File: src/rtl/clk_div_pkg.sv
// Shared types and helpers for the programmable clock divider.
package clk_div_pkg;

    localparam int unsigned DEFAULT_W = 4;

    typedef enum logic [1:0] {
        STOP = 2'd0,
        RUN  = 2'd1,
        PEND = 2'd2
    } state_t;

    // Last counter value of a 2*half period; the caller sizes it to W+1 bits.
    function automatic int unsigned term_cnt(input int unsigned half);
        return 2 * half - 1;
    endfunction

endpackage

File: src/rtl/clk_div_core.sv
// Period counter and combinational div_out/tick decode from registered state.
module clk_div_core
    import clk_div_pkg::*;
#(
    parameter int unsigned W = DEFAULT_W
) (
    input  logic         clk,
    input  logic         resetn,
    input  logic         run,
    input  logic [W-1:0] cur_half,
    output logic         at_term,
    output logic         div_out,
    output logic         tick
);

    localparam int unsigned CW = W + 1;

    logic [W:0] cnt;
    logic [W:0] term;

    assign term = CW'(term_cnt(32'(cur_half)));

    always_ff @(posedge clk) begin
        if (!resetn || !run) begin
            cnt <= '0;
        end else if (at_term) begin
            cnt <= '0;
        end else begin
            cnt <= cnt + 1'b1;
        end
    end

    // Low first cycle after each wrap, then cur_half high cycles.
    always_comb begin
        at_term = run && (cnt == term);
        div_out = run && (cnt != '0) && (cnt <= {1'b0, cur_half});
        tick    = run && (cnt == CW'(1));
    end

endmodule

File: src/rtl/clk_div_ctrl.sv
// Divider controller: STOP/RUN/PEND FSM, pending half-period and ready/valid handshake.
module clk_div_ctrl
    import clk_div_pkg::*;
#(
    parameter int unsigned W          = DEFAULT_W,
    parameter int unsigned RESET_HALF = 1
) (
    input  logic         clk,
    input  logic         resetn,
    input  logic         cfg_valid,
    input  logic [W-1:0] cfg_half,
    output logic         cfg_ready,
    output logic         cfg_done,
    output logic         div_out,
    output logic         tick,
    output logic [W-1:0] cur_half
);

    localparam logic [W-1:0] RST_HALF  = W'(RESET_HALF);
    localparam state_t       RST_STATE = (RESET_HALF == 0) ? STOP : RUN;

    state_t       state_q, state_d;
    logic [W-1:0] half_q, half_d;
    logic [W-1:0] pending_q, pending_d;
    logic         done_q, done_d;
    logic         at_term;

    always_ff @(posedge clk) begin
        if (!resetn) begin
            state_q   <= RST_STATE;
            half_q    <= RST_HALF;
            pending_q <= '0;
            done_q    <= 1'b0;
        end else begin
            state_q   <= state_d;
            half_q    <= half_d;
            pending_q <= pending_d;
            done_q    <= done_d;
        end
    end

    always_comb begin
        state_d   = state_q;
        half_d    = half_q;
        pending_d = pending_q;
        done_d    = 1'b0;
        cfg_ready = (state_q != PEND);
        unique case (state_q)
            STOP: begin
                if (cfg_valid) begin
                    half_d  = cfg_half;
                    done_d  = 1'b1;
                    state_d = (cfg_half == '0) ? STOP : RUN;
                end
            end
            RUN: begin
                // Acceptance on the terminal cycle still lands in PEND, so it waits a full period.
                if (cfg_valid) begin
                    pending_d = cfg_half;
                    state_d   = PEND;
                end
            end
            PEND: begin
                if (at_term) begin
                    half_d  = pending_q;
                    done_d  = 1'b1;
                    state_d = (pending_q == '0) ? STOP : RUN;
                end
            end
            default: state_d = RST_STATE;
        endcase
    end

    assign cfg_done = done_q;
    assign cur_half = half_q;

    clk_div_core #(
        .W(W)
    ) u_core (
        .clk      (clk),
        .resetn   (resetn),
        .run      (state_q != STOP),
        .cur_half (half_q),
        .at_term  (at_term),
        .div_out  (div_out),
        .tick     (tick)
    );

endmodule

File: config.mk
export PLATFORM = sky130hd
export DESIGN_NAME = clk_div_ctrl
export DESIGN_NICKNAME = d
export VERILOG_FILES = /design/src/rtl/clk_div_pkg.sv /design/src/rtl/clk_div_core.sv /design/src/rtl/clk_div_ctrl.sv
export SDC_FILE = /design/constraint.sdc
export NUM_CORES = 1
export LEC_CHECK = 0
export ABC_AREA = 1
export BUFFER_PORTS_ARGS = -buffer_cell sky130_fd_sc_hd__buf_4
export CAP_MARGIN = 20
export CORE_AREA = 2 2 48 50
export CTS_CLUSTER_SIZE = 28
export DETAILED_ROUTE_END_ITERATION = 8
export DIE_AREA = 0 0 50 52
export GPL_ROUTABILITY_DRIVEN = 0
export PLACE_DENSITY = 0.66
export SLEW_MARGIN = 20
export SYNTH_ARGS = -nofsm -noshare
export SYNTH_HDL_FRONTEND = slang
export SYNTH_SLANG_ARGS = --single-unit
File: constraint.sdc
create_clock -name clk -period 3.5 [get_ports clk]
set_input_delay 0.175 -clock clk [delete_from_list [all_inputs] [get_ports clk]]
set_output_delay 0.175 -clock clk [all_outputs]
set_load 0.005 [all_outputs]
Yosys cells after proc, flatten, opt, wreduce, memory -nomap -nowiden
Index checks and enable logic that the tools add are counted.
- mux-type cells: 12
- reduce and logical (&&, ||, !) cells: 17
- add/sub/neg operators: 2
- bitwise operators: 0
- divide/modulo/power cells: 0
- $lt $le $gt $ge: 1
- equality and inequality tests: 8
- multiply operators: 0
- shift operators: 0
- operators with widths (cell ; count):
    $logic_not 4->1 ; 2
    $mux 4 ; 2
    $ne 2x2->1 const B ; 4
    $pmux 4 s2 ; 1
    $mux 2 ; 3
    $pmux 2 s3 ; 1
    $reduce_and 3->1 ; 2
    $add 5x1->5 const B ; 1
    $eq 5x1->1 const B ; 1
    $eq 5x5->1 ; 1
    $le 5x4->1 ; 1
    $reduce_bool 5->1 ; 1
    $sub 5x1->5 const B ; 1
    $logic_and 1x1->1 ; 4
    $mux 1 ; 4
    $reduce_bool 2->1 ; 2
    $eq 2x1->1 const B ; 1
    $eq 2x2->1 const B ; 1
    $logic_not 1->1 ; 2
    $logic_not 2->1 ; 1
    $pmux 1 s2 ; 1
    $reduce_and 2->1 ; 1
    $reduce_or 2->1 ; 1
    $logic_or 1x1->1 ; 1
- bits in latches: 0
- bits in registers: 16
- bits of input ports: 7
- logic and storage cells: 45
- output and inout port bits: 8
- bits in read-only memories: 0
- memory bits (writable): 0
- memories kept: 0

Depth between registers and ports, before layout
Gate-level depths: netlist (run 1).
- depth after elaboration: 5
- gate-level depth with buffers: 12
- gate-level depth less buffers: 12

Hierarchy
Synthesis (run 1) repeated with hierarchy kept, for this count alone.
- cells, all modules: 163
- area total of the unflattened synthesis: 1048.5 µm²
- modules (own cells, without submodules) (module ; instances ; area each (µm²) ; cells each):
    clk_div_ctrl ; 1 ; 536.8 ; 86
    clk_div_core ; 1 ; 511.7 ; 77

Least setup slack after synthesis (run 1)
No wires, ideal clock.
- path kind: flip-flop to flip-flop
- start point: register half_q[0], in the netlist cur_half[0]
- end point: register half_q[1], in the netlist cur_half[1]
- path buffers: 0
- setup time: 0.115 ns
- clock period less this slack: 1.563 ns
- required time: 3.385 ns
- stages on the path, launching flop included: 11
- arrival: 1.448 ns
- path slack: 1.937 ns
- cells stage by stage: dfxtp_1 -> inv_1 -> ha_1 -> nand2_1 -> inv_1 -> nor2_1 -> nand2_1 -> nor2_4 -> nand4_4 -> a21oi_1 -> nor2_1
- longest elaborated chain between the ends: 5
- RTL lines (element ; line ; RTL):
    start, declared ; clk_div_ctrl.sv:23 ; logic [W-1:0] half_q, half_d;
    start signal, assigned ; clk_div_ctrl.sv:36 ; half_q <= half_d;
    $sub 5x1->5 ; clk_div_pkg.sv:14 ; return 2 * half - 1;
    $eq 5x5->1 ; clk_div_core.sv:35 ; at_term = run && (cnt == term);
    $logic_and 1x1->1 ; clk_div_core.sv:35 ;
    $ne 2x2->1 (no line) ; -- ;
    $reduce_and 3->1 (no line) ; -- ;
No other way between the ends.
A chain may end at the register's enable or synchronous reset.

Worst setup path in the final report (run 1)
- start point: register half_q[3], in the netlist cur_half[3]
- end point: output port div_out
- longest elaborated chain between the ends: 2
- RTL lines (element ; line ; RTL):
    $le 5x4->1 ; clk_div_core.sv:36 ; div_out = run && (cnt != '0) && (cnt <= {1'b0, cur_half});
    $logic_and 1x1->1 ; clk_div_core.sv:36 ;
    end, declared ; clk_div_ctrl.sv:14 ; output logic div_out,
No other way between the ends.

==> results of run 1 <==
## state kept, by name, indices dropped and copies added, names as in the netlist
name,count
cfg_done,1
cur_half,4
pending_q,4
state_q,2
u_core.cnt,5
## cell type report
type / instances / area, um2
fillers: 221 / 948
multi-input cells: 106 / 578
flip-flops and latches: 16 / 320
repair buffers: 14 / 105
inverters: 22 / 82.6
clock buffers: 4 / 36.3
well taps: 28 / 35.0
## tightest hold or removal path, stage by stage
cell and delay [ns]:
buf_4 0.09, nor2_1 0.04, nor2_1 0.08
## logic make-up (layout without fill, tap and decap cells)
kind of cell / after synthesis / in the layout / synth area share, %
xor gates and xnor gates: 3 / 3 / 2.66
and+or+nand+nor: 76 / 76 / 35.6
DFF: 16 / 16 / 32.4
AOI/OAI and AO/OA: 19 / 19 / 10.1
buffers and inverters: 23 / 40 / 9.11
adders and majority gates: 8 / 8 / 10.1
## power by group through the flow
stage	sequential (mW)	clock, mW	combinational (mW)
global placement	0.221	0	0.136
detailed placement	0.222	0	0.139
CTS	0.217	0.126	0.139
finish	0.217	0.121	0.138
global route	0.220	0.130	0.161
floorplan	0.218	0	0.0981
## per-layer routing
layer	GRT usage (%)	vias up
met2	31.6	16
met1	21.1	417
met4	9.72	0
met5	0	-
met3	2.01	4
li1	-	500
## worst paths after layout
kind	from	slack, ns	end
hold / removal	cfg_half[0]	0.13	pending_q[0]
setup / recovery	cur_half[3]	1.56	div_out
hold reg to reg	pending_q[2]	0.49	pending_q[2]
setup reg to reg	cur_half[0]	1.78	cur_half[2]
## Yosys cell counts
library cell / count
nor2_1: 20
a221oi_1: 1
nand4_1: 4
dfxtp_1: 16
a31oi_1: 1
xor2_1: 2
ha_1: 8
xnor2_1: 1
nand4_4: 1
inv_2: 1
nand2_1: 36
o21ai_0: 8
nand2_2: 1
buf_4: 1
nand3_1: 10
nor3_2: 1
nor4_1: 1
a21oi_1: 9
inv_1: 21
nor2_4: 2
## per-stage QoR
step	cell area, um2	worst slack (ns)	total power [mW]	utilization, %
after floorplan	988	1.94	0.316	-
after global placement	1120	1.88	0.358	53.2
after detailed placement	1120	1.81	0.360	53.2
after CTS	1160	1.55	0.483	55.0
after global routing	1160	1.43	0.511	55.0
final	1160	1.56	0.475	55.0
==> results.toml, run 1 <==
[clocking]
cts_tree = "yes"
post-cts-setup-buffers = 0
htreeDepth = 1
cts_buffer_depth = 2
cts_buffers = 3
hold_buffers = 0
cts_root_buf = "clkbuf_4"
clock-sinks = 16
cts.reportedPaths.clkPinSlew_ns = 0.09
insertion_delay_ns = 0.28
cts_resized = 0

[layout]
area_growth_pct = 17.1
final_cell_mix = "nand2_1 (36), inv_1 (21), nor2_1 (20), dfxtp_1 (16), buf_4 (14)"
antennaDiodeCount = 0
final_cells = 190
layout-drive-gt1-share_pct = 14.8
nNetsFinal = 178
final_common_cell = "nand2_1"

[logic_synthesis]
syn_nets = 160
synth.top_cell.area_share_pct = 32.4
synth.cell_area_um2 = 988
ys.warnings.count = 0
synthCells = 145
yosysTopAreaCell = "dfxtp_1"
seq_area_frac_synth_pct = 32.4
synth_area_leaders = "dfxtp_1 (32%), nand2_1 (14%), ha_1 (10%)"
syn_area_per_cell_um2 = 6.82
synth.distinct_cells = 20
ys_ff_latch = 16

[detailed_routing]
drt_iter0_markers = 14
wl_mm = 2.01
drt-pass1-iter-count = 4
vias = 937
wl_met2_mm = 1.01
drc_errors = 0
top_layer = "met4"
routed_via_density = 4.93
wl_per_cell_um = 10.6
met3_length_um = 61
wl_met1_um = 901
ant_nets = 0

[placed_design]
hpwlAfterDp_mm = 1.64
place_inst = 186
numPortBuffers = 14

[timing]
tightest_slew_ns = 0.273
period_share_pct = 55.4
slew_viol_final = 0
timing.setup.tns_ns = 0
finalHoldViolCount = 0
fin_worst_skew_ns = 0.00358
whs_ns = 0.133
setup_violations = 0
fin_crit_ns = 1.94
rsz0062_at_grt = "no"
fmax_mhz = 516
slew_headroom_pct = 81.6

[pwr]
combPwrFrac_pct = 29.0
power.clock.fraction_pct = 25.4
intPower_mw = 0.322
power.switching_mw = 0.153
p_seq_share_pct = 45.6
p_sw_share_pct = 32.2
vdd_ir_drop_max_uv = 218
p_leak_nw = 0.584
power-per-cell-area_nw_per_um2 = 411

[die]
io_pins = 15
die_area_um2 = 2600
std_cell_rows = 17
fp.dieH_um = 52
die_w_um = 50
start_util_pct = 46.9
fp.coreArea_um2 = 2110

[setup_path]
crit_type = "reg -> out"
cp_slowest_stage_delay_ns = 0.38
worstSetupEndpointType = "output port"
crit_path_max_fanout = 4
slowest_stage = "dfxtp_1"
start_kind = "flop"
path_buf_inv = 2
rr_worst_depth = 10
path_depth = 6
crit_family = "compound AO/OA/AOI/OAI gates"
required_ns = 3.32
cp_cell_sequence = "inv_1, ha_1, a21oi_1, o21ai_0, a221oi_1, buf_4"
arrival_ns = 1.76

[worst_hold_path]
hp-class = "in -> reg"
worst_hold_path.num_cells = 3

[global_route]
grt_pass1_wl_mm = 3.53
grt_pass1_vias = 856
grt_usage_pct = 17.9
grt_max_degree = 11
overflow = 0
antenna_found_initial = 0

[run]
cap_violations = 0

[status]
outcome = "finished, final reports clean"
No activity file was read; power rests on OpenSTA's default activity.
==> run 2: changes to the inputs <==
clock period = 1.8 ns   (was 3.5 ns; I/O delays follow)
==> run 2 against run 1 <==
Against the previous run: count of clock-buffer cells in the layout stayed put; worst hold slack worse by 0.080 ns; design area increased by 5.6%; cell count increased by 1.1%; critical endpoint unchanged; largest power group unchanged.
==> results.toml, run 2 (same netlist as run 1, synthesis figures left out) <==
[status]
outcome = "finished, final reports clean"

[clocking]
insertion_delay_ns = 0.28
cts_buffer_depth = 2
cts.reportedPaths.clkPinSlew_ns = 0.09
cts_tree = "yes"
clock-sinks = 16
cts_root_buf = "clkbuf_4"
cts_buffers = 3
htreeDepth = 1
hold_buffers = 0

[detailed_routing]
drc_errors = 0
ant_nets = 0
routed_via_density = 4.92
wl_met2_mm = 1.09
met3_length_um = 71
drt-pass1-iter-count = 4
wl_met1_um = 903
vias = 944
wl_mm = 2.10
drt_iter0_markers = 10
top_layer = "met4"
wl_per_cell_um = 10.9

[die]
die_area_um2 = 2600
std_cell_rows = 17
die_w_um = 50
start_util_pct = 46.9
fp.dieH_um = 52
fp.coreArea_um2 = 2110
io_pins = 15

[setup_path]
path_depth = 6
slowest_stage = "dfxtp_2"
cp_slowest_stage_delay_ns = 0.34
startpoint = "cur_half[3]"
crit_path_end = "div_out"
reg2reg_to = "cur_half[2]"
arrival_ns = 1.60
cp_cell_sequence = "inv_2, ha_4, a21oi_1, o21ai_1, a221oi_1, buf_4"
worstSetupEndpointType = "output port"
path_buf_inv = 2
r2r_setup_slack_ns = 0.18
rr_worst_depth = 10
crit_type = "reg -> out"
crit_family = "compound AO/OA/AOI/OAI gates"
required_ns = 1.71
crit_path_max_fanout = 4
start_kind = "flop"
r2r-start = "cur_half[0]"

[pwr]
vdd_ir_drop_max_uv = 623
p_total_mw = 0.956
p_leak_nw = 0.600
power-per-cell-area_nw_per_um2 = 782

[global_route]
grt_usage_pct = 18.5
antenna_found_initial = 0
grt_pass1_vias = 871
overflow = 0
grt_pass1_wl_mm = 3.68
grt_max_degree = 11

[timing]
rsz0062_at_grt = "no"
timing.setup.tns_ns = 0
period_share_pct = 93.8
fin_crit_ns = 1.69
slew_viol_final = 0
fin_worst_skew_ns = 0.00585
slew_headroom_pct = 81.7
finalHoldViolCount = 0
setup_violations = 0
tightest_slew_ns = 0.271
whs_ns = 0.0525
fmax_mhz = 592
timing.final.ws_setup_ns = 0.111

[layout]
final_common_cell = "nand2_1"
final_cell_mix = "nand2_1 (36), nor2_1 (20), inv_1 (19), buf_4 (16), nand3_1 (10)"
regMostFlops = "u_core.cnt"
area_growth_pct = 23.7
antennaDiodeCount = 0
nNetsFinal = 180
largest_reg_flops = 5
layout-drive-gt1-share_pct = 23.8
final_area_um2 = 1220

[run]
cap_violations = 0

[placed_design]
dp_slack_ns = 0.130
numPortBuffers = 14
hpwlAfterDp_mm = 1.64
placed_cell_area_um2 = 1130

[worst_hold_path]
hp-class = "in -> reg"
worst_hold_path.num_cells = 3
-- run 2: cell types whose count changed in the layout (fill, tap and decap cells not counted), sizes merged --
| cell | delta |
|---|---|
| buf | +2 |
-- run 2: timing repair --
action,in CTS,in global routing
resized for setup,1,13
setup endpoints to repair,1,11
cloned,0,0
pin swaps,3,1
buffers inserted,1,0
-- run 2: worst register-to-register path, delay by kind of cell (launching register included) --
family / cells / cell delay, ns
buffers and inverters: 2 / 0.10
and+or+nand+nor: 6 / 0.56
DFF: 1 / 0.39
adders and majority gates: 1 / 0.30
AOI/OAI and AO/OA: 1 / 0.17
-- run 2: how the worst min path moves through the flow --
stage,start,to
after floorplan,cfg_half[0],pending_q[0]
after global placement,cfg_half[3],pending_q[3]
after detailed placement,cfg_half[0],pending_q[0]
after CTS,cfg_half[0],pending_q[0]
after global routing,resetn,cur_half[0]
final,cfg_half[0],pending_q[0]
-- run 2: layout make-up --
class	count	area [um2]
Sequential cell	16	329
Inverter	22	82.6
Multi-Input combinational cell	106	619
Tap cell	28	35.0
Fill cell	203	883
Timing Repair Buffer	16	120
Clock buffer	4	36.3
-- run 2: through the flow --
stage	utilization (%)	std cells
2_1_floorplan	-	145
3_3_place_gp	53.6	187
3_5_place_dp	53.6	187
4_1_cts	55.7	192
5_1_grt	58.1	192
6_report	58.1	192
-- run 2: power by group --
group / total, mW / internal [mW] / switching, mW / leakage (nW)
Clock: 0.233 / 0.123 / 0.110 / 0.0210
Combinational: 0.295 / 0.133 / 0.162 / 0.446
Sequential: 0.428 / 0.390 / 0.0379 / 0.133
Total: 0.956 / 0.646 / 0.310 / 0.600
-- run 2: routing by layer --
layer / GRT usage, % / vias up
met5: 0 / -
met4: 6.94 / 0
met3: 3.45 / 5
met2: 33.6 / 19
met1: 21.5 / 418
li1: - / 502
==> run 3: changes to the inputs <==
CORE_AREA = 2 2 46 48   (was 2 2 48 50)
DIE_AREA = 0 0 48 50   (was 0 0 50 52)
PLACE_DENSITY = 0.71   (was 0.66)
==> run 3 against run 2 <==
Against the previous run: sequential cell count unchanged; die area down 7.7%; routed wire length up 3.3%; count of clock-buffer cells in the layout unchanged; core utilization up 7.1 points; non-clock buffer count up 1; fmax up 1.5%; sequential share of layout area down 0.35 points; cell count unchanged; worst setup slack better by 0.025 ns; first-iteration DRC count rose to 2.5 times the previous value.
==> results.toml, run 3 (same netlist as run 1, synthesis figures left out) <==
[status]
outcome = "finished, final reports clean"

[layout]
largest_reg_flops = 5
final_common_cell = "nand2_1"
nNetsFinal = 181
area_growth_pct = 25.3
antennaDiodeCount = 0
final_cell_mix = "nand2_1 (36), inv_1 (20), nor2_1 (20), buf_4 (17), dfxtp_1 (11)"
regMostFlops = "u_core.cnt"
layout-drive-gt1-share_pct = 24.8

[clocking]
cts_buffer_depth = 2
cts.reportedPaths.clkPinSlew_ns = 0.09
cts_buffers = 3
hold_buffers = 0
clock-sinks = 16
htreeDepth = 1
insertion_delay_ns = 0.29
cts_tree = "yes"
cts_root_buf = "clkbuf_4"

[placed_design]
dp_slack_ns = 0.0680
hpwlAfterDp_mm = 1.73
numPortBuffers = 14

[pwr]
p_leak_nw = 0.611
power-per-cell-area_nw_per_um2 = 790
vdd_ir_drop_max_uv = 468

[setup_path]
worstSetupEndpointType = "output port"
r2r_setup_slack_ns = 0.17
startpoint = "cur_half[2]"
crit_path_max_fanout = 4
r2r-start = "cur_half[1]"
reg2reg_to = "cur_half[3]"
start_kind = "flop"
rr_worst_depth = 10
crit_type = "reg -> out"
required_ns = 1.71
arrival_ns = 1.57

[die]
die_w_um = 48
start_util_pct = 52.0
fp.coreArea_um2 = 1900
std_cell_rows = 16
die_area_um2 = 2400
io_pins = 15
fp.dieH_um = 50

[global_route]
overflow = 0
grt_pass1_vias = 872
grt_usage_pct = 20.0
grt_max_degree = 11
grt_pass1_wl_mm = 3.54
antenna_found_initial = 0

[timing]
setup_violations = 0
rsz0062_at_grt = "yes"
fmax_mhz = 601
slew_headroom_pct = 78.7
tightest_slew_ns = 0.319
period_share_pct = 92.4
fin_crit_ns = 1.66
timing.setup.tns_ns = 0
finalHoldViolCount = 0
timing.final.ws_setup_ns = 0.136
slew_viol_final = 0
fin_worst_skew_ns = 0.00277

[detailed_routing]
wl_per_cell_um = 11.3
ant_nets = 0
vias = 958
drt-pass1-iter-count = 4
wl_mm = 2.16
drc_errors = 0
drt_iter0_markers = 25
routed_via_density = 4.99

[worst_hold_path]
whs_endpoint = "pending_q[0]"
worst_hold_path.num_cells = 3
hp-class = "in -> reg"
hp-start = "cfg_half[0]"

[run]
cap_violations = 0
run 3: cell types whose count changed in the layout (fill, tap and decap cells not counted), sizes merged:
cell  before  now
buf       16   17
run 3: power by group:
part           internal, mW  switching (mW)  leakage (nW)
sequential            0.389          0.0339         0.133
clock                 0.123           0.116        0.0210
combinational         0.142           0.174         0.457
total                 0.654           0.324         0.611
run 3: area by class of cell:
class | count | area (um2)
multi-input combinational | 106 | 629
tap | 27 | 33.8
clock buffer | 4 | 36.3
sequential | 16 | 329
inverter | 22 | 82.6
timing repair buffer | 17 | 128
fill | 190 | 663
run 3: timing repair:
action	CTS	global route
buffers inserted	0	1
pin swaps	2	0
gates resized for setup	6	10
endpoints found under the setup margin	1	12
run 3: critical path, cell delays in order (launching register included):
cell,delay [ns]
dfxtp_2,0.35
inv_1,0.09
ha_1,0.32
nand2_1,0.06
o21ai_1,0.09
a221oi_2,0.23
buf_4,0.14
run 3: worst max path at each step:
stage | end | slack, ns | cells past startpoint
2_1_floorplan | cur_half[1] | 0.24 | 10
3_3_place_gp | cur_half[2] | 0.18 | 10
3_5_place_dp | cur_half[2] | 0.07 | 10
4_1_cts | div_out | 0.006 | 6
5_1_grt | cur_half[2] | 0.006 | 10
6_report | div_out | 0.14 | 6
run 3: per-stage QoR:
stage / power, mW / hold slack, ns / util [%] / cells / cell area (um2)
global placement: 0.702 / 0.339 / 59.7 / 187 / 1130
floorplan: 0.614 / 0.225 / - / 145 / 988
global route: 1.05 / 0.0470 / 65.1 / 192 / 1240
CTS: 0.959 / 0.0413 / 62.6 / 191 / 1190
finish: 0.978 / 0.0358 / 65.1 / 192 / 1240
detailed placement: 0.712 / 0.344 / 59.7 / 187 / 1130
run 3: routing by layer:
metal / up-vias / GRT usage, % / part of all wire, %
met5: - / 0 / 0
met4: 0 / 5.41 / 1.4
met3: 4 / 3.30 / 3.4
met2: 15 / 36.2 / 52
met1: 435 / 22.8 / 43
li1: 504 / - / -
